==> src/rtl/logic_net_sig_capture_pkg.sv <==
// Shared definitions for the logic_net response-capture stage:
// FSM state encoding and default signature parameters.
package logic_net_pkg;

  localparam int          SIG_W_DEF = 16;
  localparam int          CNT_W_DEF = 16;
  localparam logic [15:0] POLY_DEF  = 16'h1021;
  localparam logic [15:0] SEED_DEF  = 16'h0000;

  typedef enum logic [1:0] {
    ST_IDLE = 2'd0,
    ST_RUN  = 2'd1,
    ST_HOLD = 2'd2
  } state_t;

endpackage

==> src/rtl/logic_net_sig_capture_if.sv <==
// Control, sample and result-handshake signals of the capture stage.
// master = stimulus/consumer side, slave = the capture block.
interface logic_net_sig_capture_if #(
  parameter int SIG_W = 16,
  parameter int CNT_W = 16
);
  logic             Start;
  logic [CNT_W-1:0] Win_len;
  logic             En;
  logic             Din;
  logic             Sig_rdy;
  logic             Busy;
  logic             Sig_vld;
  logic [SIG_W-1:0] Sig;
  logic [CNT_W-1:0] Ones_cnt;

  modport master (
    output Start, Win_len, En, Din, Sig_rdy,
    input  Busy, Sig_vld, Sig, Ones_cnt
  );

  modport slave (
    input  Start, Win_len, En, Din, Sig_rdy,
    output Busy, Sig_vld, Sig, Ones_cnt
  );
endinterface

==> src/rtl/logic_net_sig_capture_misr_step.sv <==
// One MISR clock: shift left, fold the polynomial in when the MSB falls out,
// then XOR the new sample into bit 0. Purely combinational.
module misr_step #(
  parameter int SIG_W = 16
) (
  input  logic [SIG_W-1:0] sig,
  input  logic             din,
  input  logic [SIG_W-1:0] poly,
  output logic [SIG_W-1:0] sig_next
);

  assign sig_next = ({sig[SIG_W-2:0], 1'b0} ^ (sig[SIG_W-1] ? poly : '0))
                  ^ {{(SIG_W-1){1'b0}}, din};

endmodule

==> src/rtl/logic_net_sig_capture.sv <==
// Signature capture for logic_net.OUT: folds Win_len enabled samples into a
// MISR and a ones counter, then offers the result on a valid/ready handshake.
module logic_net_sig_capture
  import logic_net_pkg::*;
#(
  parameter int               SIG_W = SIG_W_DEF,
  parameter int               CNT_W = CNT_W_DEF,
  parameter logic [SIG_W-1:0] POLY  = SIG_W'(POLY_DEF),
  parameter logic [SIG_W-1:0] SEED  = SIG_W'(SEED_DEF)
) (
  input  logic                    Clk,
  input  logic                    Rst,
  logic_net_sig_capture_if.slave  bus
);

  state_t           state_q, state_d;
  logic [SIG_W-1:0] sig_q, sig_d, sig_step;
  logic [CNT_W-1:0] ones_q, ones_d;
  logic [CNT_W-1:0] remain_q, remain_d;
  logic             busy_q, busy_d;
  logic             vld_q, vld_d;

  misr_step #(.SIG_W(SIG_W)) u_misr_step (
    .sig      (sig_q),
    .din      (bus.Din),
    .poly     (POLY),
    .sig_next (sig_step)
  );

  always_comb begin
    state_d  = state_q;
    sig_d    = sig_q;
    ones_d   = ones_q;
    remain_d = remain_q;
    case (state_q)
      ST_IDLE: begin
        if (bus.Start) begin
          sig_d    = SEED;
          ones_d   = '0;
          remain_d = bus.Win_len;
          state_d  = (bus.Win_len != '0) ? ST_RUN : ST_HOLD;
        end
      end
      ST_RUN: begin
        // En=0 is a stall: nothing moves, including the remaining count.
        if (bus.En) begin
          sig_d    = sig_step;
          ones_d   = ones_q + CNT_W'(bus.Din);
          remain_d = remain_q - CNT_W'(1);
          if (remain_q == CNT_W'(1)) begin
            state_d = ST_HOLD;
          end
        end
      end
      ST_HOLD: begin
        if (bus.Sig_rdy) begin
          state_d = ST_IDLE;
        end
      end
      default: state_d = ST_IDLE;
    endcase
  end

  // Status flags decoded from the next state so they leave a flop directly.
  always_comb begin
    busy_d = (state_d != ST_IDLE);
    vld_d  = (state_d == ST_HOLD);
  end

  always_ff @(posedge Clk or posedge Rst) begin
    if (Rst) begin
      state_q  <= ST_IDLE;
      sig_q    <= '0;
      ones_q   <= '0;
      remain_q <= '0;
      busy_q   <= 1'b0;
      vld_q    <= 1'b0;
    end else begin
      state_q  <= state_d;
      sig_q    <= sig_d;
      ones_q   <= ones_d;
      remain_q <= remain_d;
      busy_q   <= busy_d;
      vld_q    <= vld_d;
    end
  end

  assign bus.Busy     = busy_q;
  assign bus.Sig_vld  = vld_q;
  assign bus.Sig      = sig_q;
  assign bus.Ones_cnt = ones_q;

endmodule

==> src/flat_wrapper.sv <==
// flat-port wrapper written by rule: the top's interface ports become plain ports
module logic_net_sig_capture_flat import logic_net_pkg::*;
#(
  parameter int               SIG_W = SIG_W_DEF,
  parameter int               CNT_W = CNT_W_DEF,
  parameter logic [SIG_W-1:0] POLY  = SIG_W'(POLY_DEF),
  parameter logic [SIG_W-1:0] SEED  = SIG_W'(SEED_DEF)
)
  (Clk, Rst, bus_Start, bus_Win_len, bus_En, bus_Din, bus_Sig_rdy, bus_Busy, bus_Sig_vld, bus_Sig, bus_Ones_cnt);
  logic_net_sig_capture_if #(.SIG_W(SIG_W), .CNT_W(CNT_W)) bus_i ();
  input  logic Clk;
  input  logic Rst;
  input wire logic [$bits(bus_i.Start)-1:0] bus_Start;
  input wire logic [$bits(bus_i.Win_len)-1:0] bus_Win_len;
  input wire logic [$bits(bus_i.En)-1:0] bus_En;
  input wire logic [$bits(bus_i.Din)-1:0] bus_Din;
  input wire logic [$bits(bus_i.Sig_rdy)-1:0] bus_Sig_rdy;
  output wire logic [$bits(bus_i.Busy)-1:0] bus_Busy;
  output wire logic [$bits(bus_i.Sig_vld)-1:0] bus_Sig_vld;
  output wire logic [$bits(bus_i.Sig)-1:0] bus_Sig;
  output wire logic [$bits(bus_i.Ones_cnt)-1:0] bus_Ones_cnt;
  assign bus_i.Start = bus_Start;
  assign bus_i.Win_len = bus_Win_len;
  assign bus_i.En = bus_En;
  assign bus_i.Din = bus_Din;
  assign bus_i.Sig_rdy = bus_Sig_rdy;
  assign bus_Busy = bus_i.Busy;
  assign bus_Sig_vld = bus_i.Sig_vld;
  assign bus_Sig = bus_i.Sig;
  assign bus_Ones_cnt = bus_i.Ones_cnt;
  logic_net_sig_capture #(.SIG_W(SIG_W), .CNT_W(CNT_W), .POLY(POLY), .SEED(SEED)) u_core (.Clk(Clk), .Rst(Rst), .bus(bus_i));
endmodule
==> config.mk <==
export PLATFORM = sky130hd
export DESIGN_NAME = logic_net_sig_capture_flat
export DESIGN_NICKNAME = d
export VERILOG_FILES = /design/src/rtl/logic_net_sig_capture_pkg.sv /design/src/rtl/logic_net_sig_capture_if.sv /design/src/rtl/logic_net_sig_capture_misr_step.sv /design/src/rtl/logic_net_sig_capture.sv /design/src/flat_wrapper.sv
export SDC_FILE = /design/constraint.sdc
export NUM_CORES = 1
export LEC_CHECK = 0
export ABC_AREA = 1
export ABC_CLOCK_PERIOD_IN_PS = 2020
export BUFFER_PORTS_ARGS = -buffer_cell sky130_fd_sc_hd__clkbuf_2
export CORE_UTILIZATION = 50
export CTS_CLUSTER_SIZE = 14
export DETAILED_ROUTE_END_ITERATION = 7
export HOLD_SLACK_MARGIN = 0.06
export PLACE_DENSITY = 0.81
export RECOVER_POWER = 50
export SLEW_MARGIN = 15
export SYNTH_ARGS = -nofsm -noshare
export SYNTH_HDL_FRONTEND = slang
export SYNTH_SLANG_ARGS = --single-unit
==> constraint.sdc <==
create_clock -name Clk -period 2.02 [get_ports Clk]
set_input_delay 0.202 -clock Clk [delete_from_list [all_inputs] [get_ports Clk]]
set_output_delay 0.202 -clock Clk [all_outputs]
set_load 0.02 [all_outputs]
==> results of run 1 <==
## through the flow
stage,cell area [µm²],hold slack (ns),cells,power (W)
finish,3467,0.1826,561,0.003661
global route,3467,0.1912,561,0.003916
detailed placement,3362,0.4026,554,0.002854
floorplan,3044,0.3599,433,0.002482
global placement,3362,0.4016,554,0.002803
CTS,3491,0.06631,561,0.003693
## cells by family (layout without fill, tap and decap cells)
| group | after synthesis | count (layout) | share of synthesized area [%] |
|---|---|---|---|
| AOI/OAI and AO/OA | 44 | 44 | 7.809 |
| xor gates and xnor gates | 3 | 3 | 0.8633 |
| adders and majority gates | 4 | 4 | 1.644 |
| buffers and inverters | 65 | 118 | 9.618 |
| DFF | 52 | 52 | 42.75 |
| and+or+nand+nor | 265 | 265 | 37.32 |
## critical path, delay by kind of cell (launching register included)
kind	cells	cell delay, ns
simple gates	7	1.02
flops	1	0.39
fa+ha+maj	1	0.20
## worst max-delay path by stage
stage | to | slack, ns | cells past startpoint
3_3_place_gp | u_core.bus.Ones_cnt[11] | 0.43 | 8
6_report | u_core.bus.Ones_cnt[11] | 0.30 | 8
2_1_floorplan | u_core.bus.Ones_cnt[8] | 0.50 | 7
3_5_place_dp | u_core.bus.Ones_cnt[11] | 0.37 | 8
4_1_cts | u_core.bus.Ones_cnt[8] | 0.33 | 7
5_1_grt | u_core.bus.Ones_cnt[11] | 0.15 | 8
## synthesized netlist by cell type
cell type,number,area (µm²)
o21ai_0,22,110.1
nor2_8,1,20.02
xnor2_1,2,17.52
buf_4,3,22.52
nor2_1,55,206.5
o211ai_1,2,15.01
inv_2,2,7.510
nand2_1,140,525.5
nand3_1,42,210.2
inv_1,49,183.9
nor3_1,10,50.05
clkbuf_1,1,3.750
buf_2,6,30.03
xor2_1,1,8.760
a22o_1,1,8.760
a21oi_1,10,50.05
or2_2,2,12.51
o31ai_1,2,15.01
o21ai_1,5,25.02
buf_6,4,45.04
a31oi_1,1,6.260
ha_1,4,50.05
o21bai_1,1,7.510
nand4_1,11,68.82
nand2_4,2,22.52
nand3_2,2,20.02
dfrtp_1,52,1301
## state kept, by name, summed over array words and instances (netlist names)
register,cells
u_core.bus.Sig_vld,1
u_core.remain_q,16
u_core.state_q,2
u_core.bus.Ones_cnt,16
u_core.bus.Busy,1
u_core.bus.Sig,16
## layer usage
layer	vias up	track usage [%]	share of wire (%)
met4	0	9.107	1.6
met5	-	0	0
li1	1481	-	-
met2	119	37.69	46
met1	1334	33.75	46
met3	13	5.257	6.8
## power by group through the flow
| stage | Combinational, W | Sequential [W] | Clock, W |
|---|---|---|---|
| 2_1_floorplan | 0.000767 | 0.00171 | 0 |
| 3_3_place_gp | 0.00120 | 0.00160 | 0 |
| 3_5_place_dp | 0.00124 | 0.00162 | 0 |
| 4_1_cts | 0.00125 | 0.00160 | 0.000849 |
| 5_1_grt | 0.00139 | 0.00164 | 0.000890 |
| 6_report | 0.00122 | 0.00160 | 0.000837 |
## layout make-up
| type | count | area [µm²] | share of cell area, % |
|---|---|---|---|
| inverter | 51 | 191.4 | 5.521 |
| tap | 75 | 93.84 | 2.707 |
| sequential | 52 | 1301 | 37.53 |
| clock inverter | 2 | 60.06 | 1.732 |
| multi-input combinational | 316 | 1450 | 41.83 |
| timing repair buffer | 60 | 301.5 | 8.697 |
| clock buffer | 5 | 68.82 | 1.985 |
==> flow_metrics.py, run 1 <==
metrics = {
    "worst_hold_path": {
        "hold_start": "bus_Win_len[1]",
        "min_to": "u_core.remain_q[1]",
        "hold_path_class": "in -> reg",
        "hold_depth": 3,
    },
    "setup_path": {
        "rrSetupSlack_ns": 0.30,
        "reg2reg_depth": 8,
        "crit_type": "reg -> reg",
        "cp-start-kind": "flop",
        "crit_required_ns": 2.22,
        "crit_chain": "ha_1 > nand3_1 > nor2_1 > nand2_1 > nor2_1 > nand2_1 > nand2_1 > nor2_1",
        "slowest_delay_ns": 0.39,
        "path_max_fanout": 4,
        "worstSetupEndpointType": "flop",
        "startpoint": "u_core.bus.Ones_cnt[0]",
        "worstReg2RegEnd": "u_core.bus.Ones_cnt[11]",
        "arrival_ns": 1.92,
        "slowest_stage": "dfrtp_1",
        "r2r-start": "u_core.bus.Ones_cnt[0]",
    },
    "clock_network": {
        "path_clk_slew_ns": 0.10,
        "ctsHoldBuffers": 0,
        "cts_buffer_depth": 2,
        "clock_latency_ns": 0.31,
        "htree_levels": 2,
        "post_cts_resize_count": 0,
        "cts.sinks": 52,
        "ctsRootBufferMaster": "clkbuf_8",
        "tritoncts": "built",
        "post_cts_buffers": 0,
        "numCtsBuffers": 5,
    },
    "final_layout": {
        "final_util_pct": 58.91,
        "fill_cells": 566,
        "syn2layout_area_growth_pct": 13.89,
        "diodes": 0,
        "layout_commonest_cell": "nand2_1",
        "final_layout_size_suffix_gt1_share_pct": 12.14,
        "final_nets": 512,
        "final_cell_mix": "nand2_1, nor2_1, dfrtp_1",
    },
    "routing": {
        "first_pass_iters": 6,
        "num_vias": 2947,
        "wl_per_cell_um": 12.95,
        "routed_via_density": 5.253,
        "drtIter0Drc": 310,
        "drcViolationCount": 0,
        "wirelength_mm": 7.265,
        "ant_nets": 0,
    },
    "yosys": {
        "avgSynthCellArea_um2": 7.030,
        "ys_ff_latch": 52,
        "ys_warn_count": 0,
        "synth_nets": 459,
        "synthCells": 433,
        "ys_seq_area_share_pct": 42.75,
        "syn-cell-area_um2": 3044,
        "ys_types": 27,
    },
    "pwr": {
        "ir_drop_uv": 656.6,
        "sw_frac_of_total_pct": 39.34,
        "intPower_w": 0.002220,
        "p_leak_nw": 1.824,
        "power.density_nw_per_um2": 1056,
        "power.switching_w": 0.001440,
        "seqPwrFrac_pct": 43.8,
        "clockPowerShare_pct": 22.9,
        "combPwrFrac_pct": 33.4,
    },
    "run_status": {
        "status": "finished clean",
    },
    "floorplan": {
        "rows": 28,
        "core-area_um2": 5886,
        "die_y_um": 80.03,
        "dieArea_um2": 6404,
        "ioPinCount": 56,
        "initial_utilization_pct": 51.72,
        "die_x_um": 80.03,
    },
    "global_route": {
        "grt_pass1_wl_mm": 12.07,
        "grt_pass1_vias": 2645,
        "gr-total-overflow": 0,
        "grt_usage_pct": 24.48,
        "antenna_found_initial": 0,
        "grt_max_degree": 53,
    },
    "placed_design": {
        "hpwlAfterDp_mm": 5.168,
        "place.gp.congestion": 0.8910,
        "io_buffers": 55,
        "dp_slack_ns": 0.3675,
    },
    "sta": {
        "tightest_slew_ns": 1.278,
        "finalSetupTns_ns": 0,
        "rsz0062_at_grt": "false",
        "setup_viol": 0,
        "min_period_ns": 1.722,
        "finClkSkew_ns": 0.009610,
        "report.final.slew_viol_count": 0,
        "fmax_mhz": 580.6,
        "fin_crit_sh_pct": 85.26,
        "setup_slack_ns": 0.2978,
        "relSlewSlack_pct": 14.83,
        "finalHoldViolations": 0,
    },
    "run": {
        "drv_cap": 0,
    },
}
Note: power is estimated with default switching activity, not from simulation.
==> inputs of run 2 (changes only) <==
ABC_AREA = default   (was 1)
PLACE_DENSITY = 0.82   (was 0.81)
==> run 2 against run 1 <==
Effect of this change:
- combinational power hardly changed
- critical path type unchanged
- routed wire length fell by 6.2%
- largest cell class unchanged
- sequential power rose by 4%
- clock power shrank 29%
==> flow_metrics.py, run 2 <==
metrics = {
    "run_status": {
        "status": "finished clean",
    },
    "sta": {
        "setup_slack_ns": 0.04160,
        "holdWs_ns": 0.1602,
        "fmax_mhz": 505.5,
        "tightest_slew_ns": 1.298,
        "rsz0062_at_grt": "false",
        "finalHoldViolations": 0,
        "min_period_ns": 1.978,
        "finClkSkew_ns": 0.005845,
        "setup_viol": 0,
        "relSlewSlack_pct": 13.48,
        "fin_crit_sh_pct": 97.94,
        "report.final.slew_viol_count": 0,
    },
    "floorplan": {
        "die_x_um": 75.81,
        "dieArea_um2": 5747,
        "initial_utilization_pct": 52.66,
        "die_y_um": 75.81,
        "ioPinCount": 56,
        "rows": 26,
        "core-area_um2": 5172,
    },
    "routing": {
        "wirelength_mm": 6.814,
        "drtIter0Drc": 232,
        "wl_per_cell_um": 15.45,
        "first_pass_iters": 5,
        "ant_nets": 0,
        "num_vias": 2621,
        "routed_via_density": 5.943,
        "drcViolationCount": 0,
    },
    "yosys": {
        "synth_most_common_cell": "nand2_1",
        "ys_top_cells_by_count": "nand2_1, dfrtp_1, nand3_1, a21oi_1, nor2_1",
        "ys_types": 46,
        "syn-cell-area_um2": 2724,
        "ys_ff_latch": 52,
        "synth_edf_count": 0,
        "synth.area.top_cells": "dfrtp_1, nand2_1, nand3_1",
        "synthCells": 303,
        "synth_nets": 329,
        "synth_area_leader_cell": "dfrtp_1",
        "avgSynthCellArea_um2": 8.990,
        "ys_warn_count": 0,
        "synth_top_area_share_pct": 47.77,
        "synth-async-reset-ratio_pct": 100.0,
        "synth_ff_type": "dfrtp_1",
        "ys_seq_area_share_pct": 47.77,
    },
    "setup_path": {
        "cp-start-kind": "flop",
        "crit_type": "reg -> reg",
        "reg2reg_depth": 5,
        "startpoint": "u_core.remain_q[10]",
        "arrival_ns": 2.15,
        "worstSetupEndpointType": "flop",
        "r2r-start": "u_core.remain_q[10]",
        "crit_required_ns": 2.19,
        "path_max_fanout": 5,
    },
    "pwr": {
        "ir_drop_uv": 598.1,
        "power.density_nw_per_um2": 1074,
        "p_leak_nw": 1.526,
        "design_power_total_w": 0.003501,
    },
    "global_route": {
        "gr-total-overflow": 0,
        "grt_pass1_wl_mm": 10.92,
        "grt_pass1_vias": 2355,
        "grt_usage_pct": 25.49,
        "antenna_found_initial": 0,
        "grt_max_degree": 53,
    },
    "clock_network": {
        "cts_buffer_depth": 2,
        "htree_levels": 2,
        "cts.sinks": 52,
        "path_clk_slew_ns": 0.09,
        "numCtsBuffers": 5,
        "tritoncts": "built",
        "clock_latency_ns": 0.31,
        "ctsRootBufferMaster": "clkbuf_8",
    },
    "worst_hold_path": {
        "hold_path_class": "in -> reg",
        "hold_depth": 3,
        "hold_start": "bus_Win_len[0]",
    },
    "final_layout": {
        "syn2layout_area_growth_pct": 19.66,
        "final_util_pct": 63.01,
        "fill_cells": 436,
        "diodes": 0,
        "final_layout_size_suffix_gt1_share_pct": 19.95,
        "final_cell_mix": "nand2_1, dfrtp_1, clkbuf_2",
        "layout_commonest_cell": "nand2_1",
        "post_layout_nonfiller_instances": 441,
        "final_nets": 396,
    },
    "placed_design": {
        "hpwlAfterDp_mm": 4.892,
        "place.gp.congestion": 0.8626,
        "dp.cells": 430,
        "dp_slack_ns": -0.01476,
        "io_buffers": 55,
    },
    "run": {
        "drv_cap": 0,
    },
}
==> run 2: cell count changes after synthesis, moves of 5 or more <==
cell and delta:
nor3_1 -7, nand2_1 -85, nor2_1 -40, o21ai_1 -5
buf_2 -6, o21ai_0 -9, inv_1 -41, a21oi_1 +13
o22ai_1 +9, nand3_1 -18, or3_1 +11, a2bb2oi_1 +6
clkbuf_1 +13
==> run 2: final timing paths <==
path / end / slack (ns)
setup / recovery: u_core.state_q[0] / 0.04
hold / removal: u_core.remain_q[0] / 0.16
setup reg to reg: u_core.state_q[0] / 0.04
hold reg to reg: u_core.bus.Sig[13] / 0.50
max in group asynchronous: u_core.remain_q[9] / 0.40
min in group asynchronous: u_core.bus.Sig[13] / 0.84
==> run 2: timing repair <==
action | CTS | global route
endpoints found under the hold margin | 52 | 0
hold buffers | 1 | 0
buffers inserted | 0 | 2
endpoints found under the setup margin | 1 | 3
gates resized for setup | 1 | 1
pin swaps | 0 | 1
==> run 2: kinds of logic after synthesis <==
kind of cell    share of synthesized area, %
flops                                  47.77
xor+xnor                               2.251
fa+ha+maj                              1.837
simple gates                           27.56
mux                                    1.516
compound gates                         15.89
buf+inv                                3.169
==> run 2: layout make-up <==
| type | count | area, µm² | area share [%] |
|---|---|---|---|
| Tap cell | 70 | 87.58 | 2.687 |
| Multi-Input combinational cell | 228 | 1351 | 41.46 |
| Sequential cell | 52 | 1301 | 39.92 |
| Clock inverter | 1 | 8.758 | 0.2687 |
| Inverter | 8 | 30.03 | 0.9213 |
| Clock buffer | 7 | 76.32 | 2.342 |
| Timing Repair Buffer | 75 | 404.1 | 12.40 |
==> run 2: layer usage <==
layer	vias to the layer above	share of wire [%]	wire length, µm	GRT usage [%]
li1	1241	-	-	-
met1	1255	43	2951	34.13
met2	106	48	3266	40.31
met3	19	6.5	446	5.291
met4	0	2.2	148	10.70
met5	-	0	0	0
==> run 2: stage by stage <==
stage | setup TNS (ns) | cell area [µm²]
after floorplan | 0 | 2724
after global placement | 0 | 3181
after detailed placement | -0.01476 | 3181
after CTS | 0 | 3278
after global routing | 0 | 3259
final | 0 | 3259
==> run 2: power breakdown <==
part	switching, W	internal (W)	total [W]	leakage [nW]
clock	0.000344	0.000248	0.000593	0.0424
sequential	0.000328	0.00134	0.00166	0.664
combinational	0.000745	0.000498	0.00124	0.819
total	0.00142	0.00208	0.00350	1.53
==> run 2: critical path: stages (launching register included) <==
cell and delay, ns:
dfrtp_1 0.42, nor4_2 0.39, buf_4 0.20, nand4_1 0.10, nor4b_1 0.56, o21ai_0 0.18
==> inputs of run 3 (changes only) <==
REMOVE_ABC_BUFFERS = 1   (was default)
==> run 3 against run 2 <==
Effect of this change:
- die area did not move
- worst hold slack got worse by 0.023 ns
- routed wire length fell by 1.9%
- final cell count rose by 0.23%
- sequential share of layout area fell by 0.69 points
- via count fell by 1.1%
- register-to-register slack improved by 0.09 ns
- cell area rose by 1.8%
- first-iteration DRC count rose by 9.9%
- largest cell class unchanged
- highest routed layer unchanged
==> flow_metrics.py, run 3 (synthesis results as in run 2) <==
metrics = {
    "run_status": {
        "status": "finished clean",
    },
    "pwr": {
        "p_leak_nw": 1.552,
        "design_power_total_w": 0.003700,
        "power.density_nw_per_um2": 1115,
        "ir_drop_uv": 636.3,
    },
    "worst_hold_path": {
        "hold_depth": 3,
        "hold_start": "bus_Win_len[0]",
        "hold_path_class": "in -> reg",
        "min_to": "u_core.remain_q[0]",
    },
    "global_route": {
        "grt_pass1_wl_mm": 11.01,
        "antenna_found_initial": 0,
        "grt_max_degree": 29,
        "gr-total-overflow": 0,
        "grt_pass1_vias": 2401,
        "grt_usage_pct": 25.78,
    },
    "clock_network": {
        "ctsRootBufferMaster": "clkbuf_8",
        "clock_latency_ns": 0.31,
        "tritoncts": "built",
        "numCtsBuffers": 5,
        "cts_buffer_depth": 2,
        "cts.sinks": 52,
        "htree_levels": 2,
        "path_clk_slew_ns": 0.10,
    },
    "setup_path": {
        "worstReg2RegEnd": "u_core.bus.Ones_cnt[15]",
        "arrival_ns": 2.10,
        "cp-start-kind": "flop",
        "crit_type": "reg -> reg",
        "r2r-start": "u_core.bus.Ones_cnt[0]",
        "rrSetupSlack_ns": 0.13,
        "path_max_fanout": 6,
        "worstSetupEndpointType": "flop",
        "startpoint": "u_core.bus.Ones_cnt[0]",
        "reg2reg_depth": 5,
        "crit_required_ns": 2.23,
    },
    "sta": {
        "min_period_ns": 1.892,
        "fmax_mhz": 528.6,
        "relSlewSlack_pct": 38.90,
        "report.final.slew_viol_count": 0,
        "fin_crit_sh_pct": 93.66,
        "finalHoldViolations": 0,
        "holdWs_ns": 0.1368,
        "setup_viol": 0,
        "tightest_slew_ns": 0.9154,
        "rsz0062_at_grt": "false",
        "finClkSkew_ns": 0.006291,
    },
    "final_layout": {
        "final_cell_mix": "nand2_1, dfrtp_1, clkbuf_2",
        "diodes": 0,
        "fill_cells": 430,
        "post_layout_nonfiller_instances": 442,
        "final_nets": 397,
        "final_layout_size_suffix_gt1_share_pct": 20.16,
        "stdcell_area_um2": 3317,
        "layout_commonest_cell": "nand2_1",
        "final_util_pct": 64.13,
        "syn2layout_area_growth_pct": 21.77,
    },
    "routing": {
        "ant_nets": 0,
        "wirelength_mm": 6.684,
        "routed_via_density": 5.864,
        "wl_per_cell_um": 15.12,
        "drcViolationCount": 0,
        "num_vias": 2592,
        "drtIter0Drc": 255,
        "first_pass_iters": 5,
    },
    "floorplan": {
        "rows": 26,
        "ioPinCount": 56,
        "die_x_um": 75.81,
        "initial_utilization_pct": 52.66,
        "die_y_um": 75.81,
        "dieArea_um2": 5747,
        "core-area_um2": 5172,
    },
    "placed_design": {
        "placed_cell_area_um2": 3181,
        "hpwlAfterDp_mm": 4.759,
        "io_buffers": 55,
        "place.gp.congestion": 0.8277,
        "dp.cells": 430,
    },
    "run": {
        "drv_cap": 0,
    },
}
[run 3: layout make-up]
| cell class | instances | area, µm² | share of cell area [%] |
|---|---|---|---|
| Clock inverter | 1 | 30.03 | 0.9053 |
| Clock buffer | 7 | 96.34 | 2.905 |
| Timing Repair Buffer | 76 | 410.4 | 12.37 |
| Inverter | 8 | 30.03 | 0.9053 |
| Multi-Input combinational cell | 228 | 1361 | 41.04 |
| Tap cell | 70 | 87.58 | 2.641 |
| Sequential cell | 52 | 1301 | 39.23 |
[run 3: repair_timing]
item,CTS,global route
hold buffers,1,0
endpoints found under the setup margin,0,7
hold endpoints to repair,24,0
resized for setup,0,3
buffers inserted,0,3
[run 3: worst max-delay path by stage]
stage / endpoint / slack, ns / cells past startpoint
after floorplan: u_core.bus.Ones_cnt[12] / -1.39 / 4
after global placement: u_core.remain_q[8] / 0.10 / 6
after detailed placement: u_core.remain_q[8] / 0.04 / 6
after CTS: u_core.remain_q[8] / 0.007 / 6
after global routing: u_core.bus.Ones_cnt[8] / 0.03 / 5
final: u_core.bus.Ones_cnt[15] / 0.13 / 5
[run 3: routing by layer]
metal  track usage [%]  routed length, µm  vias to the layer above
met5                 0                  0                        -
met4             10.49                114                        0
met3             5.423                359                        9
met2             41.30               3156                       81
met1             34.16               3054                     1260
li1                  -                  -                     1242
[run 3: critical path: stages, from the launching register on]
cell and delay, ns:
dfrtp_1 0.39, ha_1 0.20, and4_1 0.23, nand4b_1 0.25, or4_1 0.60, mux2i_1 0.13
[run 3: power by group]
| part | internal, W | switching (W) | total, W |
|---|---|---|---|
| Combinational | 0.000507 | 0.000723 | 0.00123 |
| Sequential | 0.00134 | 0.000337 | 0.00167 |
| Clock | 0.000438 | 0.000359 | 0.000797 |
[run 3: through the flow]
| step | TNS, ns | setup WS [ns] |
|---|---|---|
| final | 0 | 0.1281 |
| after global routing | 0 | 0.02659 |
| after CTS | 0 | 0.007358 |
| after global placement | 0 | 0.1032 |
| after detailed placement | 0 | 0.03531 |
| after floorplan | -31.18 | -1.390 |
